<file path="src/rtl/mem_bus_arbiter.sv">
// Two-master round-robin arbiter sharing one slave bus, one transaction per grant.
// Define ARB_TIMEOUT_EN to build the watchdog that ends hung accesses with err.
module mem_bus_arbiter #(
  parameter int unsigned TIMEOUT_CYCLES = 255
) (
  input  logic        clk,
  input  logic        rst,
  input  logic        m0_rd_req,
  input  logic        m0_wr_req,
  input  logic [31:0] m0_addr,
  input  logic [31:0] m0_wdata,
  input  logic [3:0]  m0_wstrb,
  output logic [31:0] m0_rdata,
  output logic        m0_ack,
  output logic        m0_err,
  input  logic        m1_rd_req,
  input  logic        m1_wr_req,
  input  logic [31:0] m1_addr,
  input  logic [31:0] m1_wdata,
  input  logic [3:0]  m1_wstrb,
  output logic [31:0] m1_rdata,
  output logic        m1_ack,
  output logic        m1_err,
  output logic        s_rd_req,
  output logic        s_wr_req,
  output logic [31:0] s_w_addr,
  output logic [31:0] s_r_addr,
  output logic [31:0] s_wdata,
  output logic [3:0]  s_wstrb,
  input  logic [31:0] s_rdata,
  input  logic        s_ack,
  output logic [1:0]  grant
);

  if (TIMEOUT_CYCLES < 1 || TIMEOUT_CYCLES > 65535) begin : g_bad_timeout
    $error("TIMEOUT_CYCLES out of range");
  end

  typedef enum logic [1:0] {IDLE, BUSY, RESP} state_t;

  state_t      state;
  logic        owner;
  logic        last_grant;
  logic        req0;
  logic        req1;
  logic        pick;
  logic        busy;
  logic        expire;
  logic        done;
  logic        own_rd;
  logic        own_wr;
  logic [31:0] own_addr;
  logic [31:0] own_wdata;
  logic [3:0]  own_wstrb;
  logic [31:0] rsp_data;

  assign req0 = m0_rd_req | m0_wr_req;
  assign req1 = m1_rd_req | m1_wr_req;
  // On a tie the master that did not own the bus last wins.
  assign pick = req1 & (~req0 | ~last_grant);
  assign busy = (state == BUSY);

  assign own_rd    = owner ? m1_rd_req : m0_rd_req;
  assign own_wr    = owner ? m1_wr_req : m0_wr_req;
  assign own_addr  = owner ? m1_addr   : m0_addr;
  assign own_wdata = owner ? m1_wdata  : m0_wdata;
  assign own_wstrb = owner ? m1_wstrb  : m0_wstrb;

  assign s_wr_req = busy & own_wr;
  assign s_rd_req = busy & own_rd & ~own_wr;
  assign s_w_addr = busy ? own_addr : '0;
  assign s_r_addr = busy ? own_addr : '0;
  assign s_wdata  = busy ? own_wdata : '0;
  assign s_wstrb  = busy ? own_wstrb : '0;

  assign done     = busy & (s_ack | expire);
  assign rsp_data = (s_ack && !own_wr) ? s_rdata : '0;

`ifdef ARB_TIMEOUT_EN
  localparam int CW = $clog2(TIMEOUT_CYCLES + 1);

  logic [CW-1:0] cnt;

  assign expire = busy && (cnt == CW'(TIMEOUT_CYCLES));

  always_ff @(posedge clk) begin
    if (rst || !busy) begin
      cnt <= '0;
    end else if (!s_ack && !expire) begin
      cnt <= cnt + 1'b1;
    end
  end

  // A late s_ack in the expiry cycle still wins over the watchdog.
  always_ff @(posedge clk) begin
    if (rst || state == RESP) begin
      m0_err <= 1'b0;
      m1_err <= 1'b0;
    end else if (done) begin
      m0_err <= !owner && !s_ack;
      m1_err <= owner && !s_ack;
    end
  end
`else
  assign expire = 1'b0;
  assign m0_err = 1'b0;
  assign m1_err = 1'b0;
`endif

  always_ff @(posedge clk) begin
    if (rst) begin
      state      <= IDLE;
      owner      <= 1'b0;
      last_grant <= 1'b1;
      grant      <= 2'b00;
      m0_ack     <= 1'b0;
      m1_ack     <= 1'b0;
      m0_rdata   <= '0;
      m1_rdata   <= '0;
    end else begin
      unique case (state)
        IDLE: begin
          if (req0 || req1) begin
            owner      <= pick;
            last_grant <= pick;
            grant      <= {pick, ~pick};
            state      <= BUSY;
          end
        end
        BUSY: begin
          if (done) begin
            state <= RESP;
            grant <= 2'b00;
            if (owner) begin
              m1_ack   <= 1'b1;
              m1_rdata <= rsp_data;
            end else begin
              m0_ack   <= 1'b1;
              m0_rdata <= rsp_data;
            end
          end
        end
        RESP: begin
          state    <= IDLE;
          m0_ack   <= 1'b0;
          m1_ack   <= 1'b0;
          m0_rdata <= '0;
          m1_rdata <= '0;
        end
        default: state <= IDLE;
      endcase
    end
  end

endmodule

</file>
<file path="config.mk">
export PLATFORM = sky130hd
export DESIGN_NAME = mem_bus_arbiter
export DESIGN_NICKNAME = d
export VERILOG_FILES = /design/src/rtl/mem_bus_arbiter.sv
export SDC_FILE = /design/constraint.sdc
export NUM_CORES = 1
export LEC_CHECK = 0
export CORE_AREA = 4 4 131 133
export DETAILED_ROUTE_END_ITERATION = 7
export DIE_AREA = 0 0 135 137
export PLACE_DENSITY = 0.72
export SLEW_MARGIN = 30
export SYNTH_ARGS = -nofsm -noshare
export SYNTH_HDL_FRONTEND = slang
export SYNTH_SLANG_ARGS = --single-unit
</file>
<file path="constraint.sdc">
create_clock -name clk -period 2.75 [get_ports clk]
set_input_delay 0.55 -clock clk [delete_from_list [all_inputs] [get_ports clk]]
set_output_delay 0.55 -clock clk [all_outputs]
set_load 0.02 [all_outputs]
</file>
==> metrics.md <==
| Metric | Value |
|---|---|
| FILL cells | 1495 |
| Total CTS buffers | 9 |
| Vias in the first global route | 5271 |
| Largest family of logic cells by synthesized area | simple AND/OR/NAND/NOR gates |
| GRT Overall Usage | a little under a quarter |
| Hold Path Class | flip-flop to flip-flop |
| Fin. Hold Viols | 0 |
| Compound-cell area share of the yosys netlist | 17.3% |
| Critical Path Source | state[1] |
| WL per Instance | 20.8 um |
| Post-layout net count | 1053 |
| Worst-case reg-to-reg path depth | 5 |
| Die width | between 100 and 150 um |
| Sw Ratio | between 40% and 50% |
| Routability Congestion | between 0.8 and 0.9 |
| Sequential area share after synthesis | 29.4% |
| Synth top area share | 29.4% |
| Outcome | complete, no violations |
| Root Buffer | clkbuf_16 |
| Cells after Synth | between 500 and 600 |
| DR pass1 iterations | 5 |
| FF-to-FF setup slack | 0.73 ns |
| Psw | 2050 uW |
| CTS sink count | slightly above 70 |
| FFs w/ async S/R, synth | 0% |
| Synth Register Bits | 72 |
| Die Area | 0.0185 sq mm |
| FF-to-FF Start | owner |
| Finish-stage setup viols | 0 |
| Critical path class | flip-flop to output port |
| Maximum buffer depth of the clock tree | 2 |
| First-pass GRT wire length | 31800 um |
| Largest net degree at the start of global routing | 65 |
| Synth Area in Simple Gates | 24.5% |
| Worst Setup EP | s_w_addr[5] |
| Setup_tns | 0 ns |
| Power per cell area | 585 mW/mm^2 |
| Maximum vdd drop | 305 uV |
| Core area | roughly 0.016 sq mm |
| Initial antenna violation count | 0 |
| Port Buffers | 344 |
| Worst Path Required | ~2.2 ns |
| Area Growth Syn to Fin | 77.9% |
| Pre-CTS setup slack | 0.0386 ns |
| Ys Warns | 0 |
| Min-delay src | m0_rdata[29] |
| Setup ws final | around 0.098 ns |
| Final wirelength | 22800 um |
| Slew @ Worst Pin | about 0.66 ns |
| P_leak | 0.00383 uW |
| I/O pins | between 300 and 400 |
| Yosys cell types | 36 |
| Vias per cell | between 5 and 6 |
| Mux share of post-synthesis cell area | between 10% and 20% |
| Share of layout cells above drive strength 1 | under 10% |
| Crit path capture type | output port |
| H-tree depth | 3 |
| Max Fclk | ~380 MHz |
| Routed via count | between 5000 and 6000 |
| Cell Rows | 46 |
| Combinational Power Share | 55.0% |
| Arr. time, crit path | 2.10 ns |
| Antenna-violating nets left | 0 |
| Internal | between 3000 and 4000 uW |
| Post-synthesis adder-cell area fraction | approximately 1.3% |
| First-iteration detailed-routing DRC count | 401 |
| Clk pin slew, worst setup/hold paths | 0.06 ns |
| Max-Cap Viols | 0 |
| DRC | 0 |
| Tmin final | 2.65 ns |
| FF-to-FF End | m0_rdata[17] |
| Remaining Overflow, GRT | 0 |
| Share of the synthesized netlist area taken by xor and xnor gates | 0% |
| Initial Utilization | 31.0% |
| Tcrit/Tclk final | a little over nine tenths |
| Die height | 137 um |
| Ant. Diodes | 0 |
| Sequential Power Share | 23.3% |
| Clock Skew | around 0.0062 ns |
| Worst rel slew slack | 56.2% |
| Post-synth top cells | dfxtp_1, nor2b_1, mux2i_1 |
| WHS | approximately 0.46 ns |
| Synth Cell Area | 0.00491 sq mm |
| Top FF cell, synth | dfxtp_1 |
| Crit path max fanout | 36 |
| Clock share of power | a little over a fifth |
| Utilization after layout | 55.2% |
| DPL Wire Length | ~18000 um |
| Top cells by area, synth | dfxtp_1, mux2i_1, nor2b_1 |
| Latest clock arrival within the worst-skew pair | 0.34 ns |
| Max-slew violations | 0 |
| Cts hold-fix bufs | 0 |
| Syn_area_per_cell | 8.37 sq um |
| Startpoint Class | flip-flop |
| CTS tree | done |
| EDFF count, synth | 0 |
| Post-synth top area cell | dfxtp_1 |
metal layers:
| metal | global-route usage, % | vias to the layer above | part of all wire, % |
|---|---|---|---|
| met5 | 0 | - | 0 |
| met4 | 6.22 | 0 | 2.1 |
| met3 | 5.92 | 32 | 9.3 |
| met2 | 38.2 | 302 | 49 |
| met1 | 29.0 | 2598 | 39 |
| li1 | - | 2643 | - |
sequential cells by signal (all words and copies together), names as in the netlist:
register / count
last_grant: 1
m0_rdata: 32
state: 2
m1_rdata: 32
m0_ack: 1
m1_ack: 1
grant: 2
owner: 1
area by class of cell:
type	count	area, sq um	share of cell area [%]
well taps	216	270	3.09
inverters	6	22.5	0.258
flip-flops and latches	72	1450	16.5
repair buffers	376	3860	44.2
multi-input cells	408	2850	32.7
clock buffers	12	256	2.94
clock inverters	4	28.8	0.329
layout by cell type (no fill, tap or decap), drive strengths merged, types with 2 or more instances in the layout:
cell type / n
clkdlybuf4s50: 283
clkinv: 2
nand3: 32
conb: 2
nand4: 32
and3b: 33
o21ai: 34
o211ai: 32
nand2: 3
nor2b: 72
inv: 6
dlygate4sd2: 6
mux2i: 71
ha: 5
buf: 39
nor2: 3
nand2b: 5
clkinvlp: 2
dfxtp: 72
a21oi: 67
dlymetal6s2s: 48
clkbuf: 12
nand3b: 2
or3: 2
per-stage QoR:
stage	cell area [sq um]	total power [uW]	std cells
detailed placement	8320	4040	1077
finish	8740	5110	1094
global placement	8320	4030	1077
floorplan	4910	2830	588
CTS	8620	5150	1094
global route	8740	5330	1094
power groups by stage:
| stage | logic, uW | registers (uW) | clock network [uW] |
|---|---|---|---|
| 2_1_floorplan | 1560 | 1270 | 0 |
| 3_3_place_gp | 2810 | 1220 | 0 |
| 6_report | 2810 | 1190 | 1110 |
| 4_1_cts | 2840 | 1190 | 1120 |
| 5_1_grt | 2960 | 1200 | 1170 |
| 3_5_place_dp | 2820 | 1230 | 0 |
what timing repair did:
action | CTS | global route
buffers inserted | 1 | 0
resized for setup | 8 | 48
endpoints found under the setup margin | 11 | 51
logic make-up after synthesis:
family                   count (synthesis)
flip-flops                              72
multiplexers                            71
other                                    1
AO/OA/AOI/OAI                          144
buffers and inverters                  108
AND/OR/NAND/NOR                        186
adder cells (fa/ha/maj)                  5
critical path, cell delays in order (launching register included):
cell and delay [ns]:
dfxtp_1 0.32, inv_1 0.13, ha_2 0.26, buf_12 0.19
nor2b_1 0.21, clkdlybuf4s50_1 0.65
how the worst min path moves through the flow:
stage / endpoint / depth (start not counted)
floorplan: last_grant / 1
global placement: m0_rdata[18] / 2
detailed placement: m0_rdata[29] / 2
CTS: m0_rdata[29] / 2
global route: m0_rdata[10] / 2
finish: m0_rdata[29] / 2
Power figures use the tool's default switching activity.
